$ cat src/rtl/contador_arb.sv
// Round-robin arbiter that grants one of two requesters exclusive use of a shared
// contadorC for a latched run length, and counts rco-high cycles during each run.
module contador_arb (
   input  logic       clk,
   input  logic       reset,
   input  logic       req0,
   input  logic       req1,
   input  logic [1:0] mode0,
   input  logic [1:0] mode1,
   input  logic [3:0] D0,
   input  logic [3:0] D1,
   input  logic [3:0] len0,
   input  logic [3:0] len1,
   input  logic       rco,
   output logic       gnt0,
   output logic       gnt1,
   output logic       done0,
   output logic       done1,
   output logic       enable,
   output logic [1:0] mode,
   output logic [3:0] D,
   output logic [3:0] hits,
   output logic       busy
);

   typedef enum logic [1:0] {IDLE, RUN, DONE} state_t;

   state_t     state_q, state_d;
   logic       win_q, win_d;
   logic       last_q, last_d;
   logic       first_q, first_d;
   logic [1:0] mode_q, mode_d;
   logic [3:0] d_q, d_d;
   logic [3:0] rem_q, rem_d;
   logic [3:0] rco_cnt_q, rco_cnt_d;
   logic [3:0] hits_q, hits_d;
   logic       pick;
   logic [3:0] rco_cnt_inc;

   always_ff @(posedge clk or negedge reset) begin
      if (!reset) begin
         state_q   <= IDLE;
         win_q     <= 1'b0;
         last_q    <= 1'b1;
         first_q   <= 1'b0;
         mode_q    <= 2'b00;
         d_q       <= 4'h0;
         rem_q     <= 4'h0;
         rco_cnt_q <= 4'h0;
         hits_q    <= 4'h0;
      end else begin
         state_q   <= state_d;
         win_q     <= win_d;
         last_q    <= last_d;
         first_q   <= first_d;
         mode_q    <= mode_d;
         d_q       <= d_d;
         rem_q     <= rem_d;
         rco_cnt_q <= rco_cnt_d;
         hits_q    <= hits_d;
      end
   end

   always_comb begin
      // On a tie the requester that was not granted last wins.
      pick        = (req0 && req1) ? ~last_q : req1;
      rco_cnt_inc = (rco && (rco_cnt_q != 4'hF)) ? rco_cnt_q + 4'd1 : rco_cnt_q;

      state_d   = state_q;
      win_d     = win_q;
      last_d    = last_q;
      first_d   = first_q;
      mode_d    = mode_q;
      d_d       = d_q;
      rem_d     = rem_q;
      rco_cnt_d = rco_cnt_q;
      hits_d    = hits_q;

      case (state_q)
         IDLE: begin
            if (req0 || req1) begin
               state_d   = RUN;
               win_d     = pick;
               last_d    = pick;
               first_d   = 1'b1;
               mode_d    = pick ? mode1 : mode0;
               d_d       = pick ? D1 : D0;
               // len-1 wraps 0 to 15, giving the 16-cycle run for len = 0.
               rem_d     = (pick ? len1 : len0) - 4'd1;
               rco_cnt_d = 4'h0;
            end
         end
         RUN: begin
            first_d   = 1'b0;
            rco_cnt_d = rco_cnt_inc;
            if (rem_q == 4'h0) begin
               state_d = DONE;
               hits_d  = rco_cnt_inc;
            end else begin
               rem_d = rem_q - 4'd1;
            end
         end
         DONE:    state_d = IDLE;
         default: state_d = IDLE;
      endcase

      enable = (state_q == RUN);
      mode   = enable ? mode_q : 2'b00;
      D      = enable ? d_q : 4'h0;
      gnt0   = enable && first_q && !win_q;
      gnt1   = enable && first_q && win_q;
      done0  = (state_q == DONE) && !win_q;
      done1  = (state_q == DONE) && win_q;
      busy   = (state_q != IDLE);
      hits   = hits_q;
   end

endmodule

$ cat config.mk
export PLATFORM = sky130hd
export DESIGN_NAME = contador_arb
export DESIGN_NICKNAME = d
export VERILOG_FILES = /design/src/rtl/contador_arb.sv
export SDC_FILE = /design/constraint.sdc
export NUM_CORES = 1
export LEC_CHECK = 0
export CAP_MARGIN = 10
export CORE_MARGIN = 2
export CORE_UTILIZATION = 45
export CTS_CLUSTER_DIAMETER = 50
export DETAILED_ROUTE_END_ITERATION = 16
export PLACE_DENSITY = 0.81
export SYNTH_ARGS = -nofsm -noshare
export SYNTH_HDL_FRONTEND = slang
export SYNTH_SLANG_ARGS = --single-unit
$ cat constraint.sdc
create_clock -name clk -period 1.9 [get_ports clk]
set_clock_uncertainty 0.15 [all_clocks]
set_input_delay 0.19 -clock clk [delete_from_list [all_inputs] [get_ports clk]]
set_output_delay 0.19 -clock clk [all_outputs]
set_load 0.1 [all_outputs]
# == Yosys cells after proc, flatten, opt, wreduce, memory -nomap -nowiden ==
# Cells that the tools add are included.
# totals
reg_bits,23
input_bits,25
latchBits,0
wordCells,54
romBits,0
ramBits,0
n_memories,0
output_inout_bits,16
# op_classes
order_cmp,0
mux,17
n_reduce_logical,18
mul,0
n_div,0
eq_ne,6
addsub,3
shift,0
n_bitwise,1
# ops
cell,n
4-bit 2-to-1 mux,7
4-bit one-hot mux with 2 select lines,2
2-bit 2-to-1 mux,4
2-bit AND reduction,4
"4-bit by 1-bit subtractor with 4-bit output, second input constant",2
1-bit logical AND,7
"4-bit by 1-bit adder with 4-bit output, second input constant",1
4-bit zero test,1
"2-bit inequality test, second input constant",2
"4-bit inequality test, second input constant",1
2-bit one-hot mux with 2 select lines,1
2-bit nonzero test,2
3-bit AND reduction,1
"2-bit by 1-bit == test with 1-bit output, second input constant",1
"2-bit == test, second input constant",1
2-bit zero test,1
1-bit 2-to-1 mux,2
"2-bit by 1-bit inequality test with 1-bit output, second input constant",1
1-bit one-hot mux with 2 select lines,1
1-bit zero test,1
1-bit logical OR,1
1-bit NOT,1

# == Depth between registers and ports, before layout ==
# depth
ltp_word,6
depth_mapped,9
ltp_nobuf,8

# == Worst setup path after synthesis ==
# OpenSTA, ideal clock, no wires.
# synth_path
path_kind,flip-flop to output port
start,register state_q[1]
end,output gnt0
path_buffers,2
setup_slack_ns,-1.590
path_stages_with_launch,7
required_time_ns,1.560
arrival_ns,3.150
cell_sequence,dfrtp_1 > nand2b_1 > buf_4 > inv_2 > clkbuf_1 > nand2_1 > nor2_1
# synth_between
elab_chain_len,3
# synth_rtl
item,line_no,source
"start, declared",28,"state_t state_q, state_d;"
"start signal, assigned",52,state_q <= state_d;
2-bit by 1-bit == test with 1-bit output,107,enable = (state_q == RUN);
named net enable,19,"output logic enable,"
1-bit logical AND (2 in a row),110,gnt0 = enable && first_q && !win_q;
"end, declared",15,"output logic gnt0,"
# The timed path passes the listed nets, and every way through them passes these cells.

# == Final worst setup path ==
# layout_path
start,input req1
end,register rem_q[3]
# layout_between
elab_chain_len,6
word_cells_on_any_way,9
cone_classes,1 x add/sub; 1 x eq/ne; 4 x mux; 3 x reduce/logical
# layout_rtl
item,line_no,source
"start, declared",7,"input logic req1,"
1-bit logical AND,66,pick = (req0 && req1) ? ~last_q : req1;
1-bit 2-to-1 mux,66,
4-bit 2-to-1 mux,89,rem_d = (pick ? len1 : len0) - 4'd1;
4-bit by 1-bit subtractor with 4-bit output,89,
4-bit 2-to-1 mux,81,if (req0 || req1) begin
4-bit one-hot mux with 2 select lines,79,case (state_q)
"end signal, assigned",58,rem_q <= rem_d;
"end, declared",34,"logic [3:0] rem_q, rem_d;"
# Several ways; a longest one is shown, not always the timed one. The select of a mux whose other input is x is not followed.
# A chain may end at the register's enable or synchronous reset.

==> summary by stage <==
Detailed routing
For this run, the detailed router's first-pass iteration total came to 4. The DRC violation total after the first TritonRoute iteration is 38. The post-detailed-route count of antenna-violating nets is 0. The overall via count from detail_route is 1,214. The total wirelength of the detailed-routed design is roughly 3.5 mm. After detailed routing, the number of vias per cell comes to ~5.6.

For this run, design rule violations remaining after detail routing come to 0. The average wire per cell in the routed design is between 15 and 20 um.

Clock network
The clock buffer count from CTS is 3. TritonCTS built the clock tree. The clock input transition at the sequential cells of the worst setup and hold paths is between 100 and 150 ps. The master cell of the clock root buffer is clkbuf_4. For the worst-skew pair, the clock arrives at the later sink with an insertion delay of between 300 and 400 ps. CTS built an H-tree with a depth of 1. The worst-case clock buffer depth is 2. The clock drives 23 sinks.

Synthesis
The area fraction of the dominant cell type after synthesis is 0.454. The net count after synthesis is 156. The number of standard cells after synthesis is 129. The sequential element share of the synthesized area is 0.476. The number of synthesized register bits is 23. The leading area contributor after synthesis is dfrtp_1.

The combined area of all synthesized cells is about 1200 um^2. The count of warnings emitted by yosys is 0. Sorting the synthesized cells by area gives the leading types as dfrtp_1, mux2i_1, nand2_1. The leading register cell type out of synthesis is dfrtp_1. In the synthesized netlist the async set-or-reset flop fraction comes to 1.00. The number of enable-type register cells in the synthesized netlist is 0.

After synthesis, the netlist uses 35 different library cells. The average cell area after synthesis is between 9 and 10 um^2.

Finish
The layout overhead on the synthesized area is 62.8%. The count of inserted antenna diode cells is 0. The number of fill cells in the layout is about 170. In the final layout, the multi-input gates occupy 647 um^2. Of the cells placed in the final design, the portion with a size suffix greater than 1 is 0.303. The area taken by flip-flops and latches is ~580 um^2.

The number of nets at the end of the flow is about 220.

Die
The vertical die dimension is 55.9 um. The initial utilization of the core area, before any placement, comes to 0.481. a little over 40 I/O pins were placed. The die covers roughly 3100 um^2. The floorplan step set the die width to between 50 and 60 um.

The region available for standard cell placement spans 2520 um^2. The floorplan has 18 rows.

Global routing
The global-route wire length before repair is between 5 and 6 mm. Entering global routing, the biggest net connects 24 pins. Summed over all layers, the global routing overflow is 0. The overall track demand over capacity in global routing is 0.210. The number of global-route vias before repair is 1,192. The initial antenna violation count came to 0.

Critical path
The arrival time of the worst setup path is between 1500 and 2000 ps. STA classifies the critical path startpoint as an input port. The critical path in this run is classified as in2reg. The type of destination of the critical path is a flop. The delay of the slowest cell on the worst path is roughly 500 ps. The largest individual stage delay along the critical path comes from the cell clkdlybuf4s50_1. The critical path goes through clkdlybuf4s50_1, a21boi_4, buf_4, mux2i_1, a21oi_2, o311ai_0, o211ai_1.

The family with the most delay on the worst path is compound AO/OA/AOI/OAI gates. Of all nets on the critical path, the largest fanout is 5. The required time of the critical path is 1940 ps.

Counting both buffers and inverters, the worst setup path holds a total of 2.

Timing
The number of hold-slack violations in the final timing report is 0. The final number of max-transition violations is 0. In this run the tightest slew margin relative to its limit is 0.598.

The transition time of the tightest slew-check pin is around 600 ps. The final clock period utilization by the worst path is 0.999. The final setup violation count is 0.

The final setup TNS is 0 ps. For the finished layout, the period the worst path requires is ~1900 ps. Timing would allow up to roughly 530 MHz.

Run
The tool flagged a number of max-cap violations equal to 0.

Status
The flow ran to the end, and the final reports show no timing, DRC or antenna violations.

Place
The global placement routability congestion is about 0.85. The placed wire-length estimate after detailed placement is roughly 2.4 mm. In this run the tool buffered the top-level ports with 40 buffer cells.

Hold path
The class of the tightest hold or removal check is in2async.
cell usage after synthesis, types with 3 or more instances:
cell / n
a21oi_1: 8
a31oi_1: 3
and2_1: 6
dfrtp_1: 22
inv_1: 5
mux2i_1: 10
nand2_1: 18
nand2b_1: 3
nand3_1: 5
nor2_1: 9
o21ai_0: 12
path summary, 6_finish.rpt:
kind                           start        end  slack [ps]  cells after the start
setup / recovery                req1   rem_q[3]           1                      7
hold / removal                 reset     d_q[0]          60                      2
setup reg to reg              last_q   rem_q[3]          10                      7
hold reg to reg            mode_q[1]  mode_q[1]         330                      2
max in group asynchronous      reset     last_q        1240                      2
min in group clk           mode_q[1]  mode_q[1]         330                      2
routing by layer:
metal,wire [um],track usage
met4,107,0.0578
met2,1950,0.381
met5,0,0
met3,166,0.0535
met1,1320,0.244
state kept, by name, summed over array words and instances (netlist names):
register and cells:
mode_q 2, hits 4, state_q 2, d_q 4, last_q 1, win_q 1
first_q 1, rem_q 4, rco_cnt_q 4
cells by family (layout without fill, tap and decap cells):
logic type,Yosys count,after routing,synth area share
AOI/OAI and AO/OA,32,32,0.163
and+or+nand+nor,49,49,0.196
muxes,10,10,0.0826
buffers and inverters,10,69,0.0403
DFF,23,23,0.476
xor gates and xnor gates,3,3,0.0217
adders and majority gates,2,2,0.0206
per-stage QoR:
step | cells | setup WS (ps) | utilization | cell area, um^2 | hold slack, ps
after floorplan | 129 | -53.4 | - | 1260 | -256
after global placement | 209 | -175 | 0.740 | 1870 | 307
after detailed placement | 209 | -287 | 0.740 | 1870 | 313
after CTS | 216 | 8.80 | 0.764 | 1930 | 68.4
after global routing | 218 | -92.0 | 0.783 | 1970 | 89.9
final | 218 | 1.40 | 0.783 | 1970 | 55.6
layout by cell type, fill, tap and decap left out, drive strengths merged, types with 4 or more instances in the layout:
| cell | count |
|---|---|
| and2 | 6 |
| clkbuf | 4 |
| mux2i | 10 |
| nand2 | 18 |
| nor2 | 9 |
| a21oi | 8 |
| o21ai | 15 |
| dfrtp | 22 |
| nand3 | 5 |
| clkdlybuf4s50 | 24 |
| inv | 6 |
| buf | 35 |
layout make-up:
| cell class | instances | share of cell area |
|---|---|---|
| repair buffers | 59 | 0.337 |
| multi-input cells | 96 | 0.328 |
| flip-flops and latches | 23 | 0.292 |
| well taps | 30 | 0.0190 |
| clock buffers | 4 | 0.0133 |
| inverters | 6 | 0.0114 |
timing repair:
action / in CTS / in global routing
resized for setup: 4 / 7
setup buffers: 3 / 2
pin swaps: 0 / 4
hold buffers: 0 / 0
setup endpoints to repair: 9 / 4
Power is left out: the tool's default activity adds up to more than one toggle a clock period on the data nets, which glitch-free logic cannot reach.
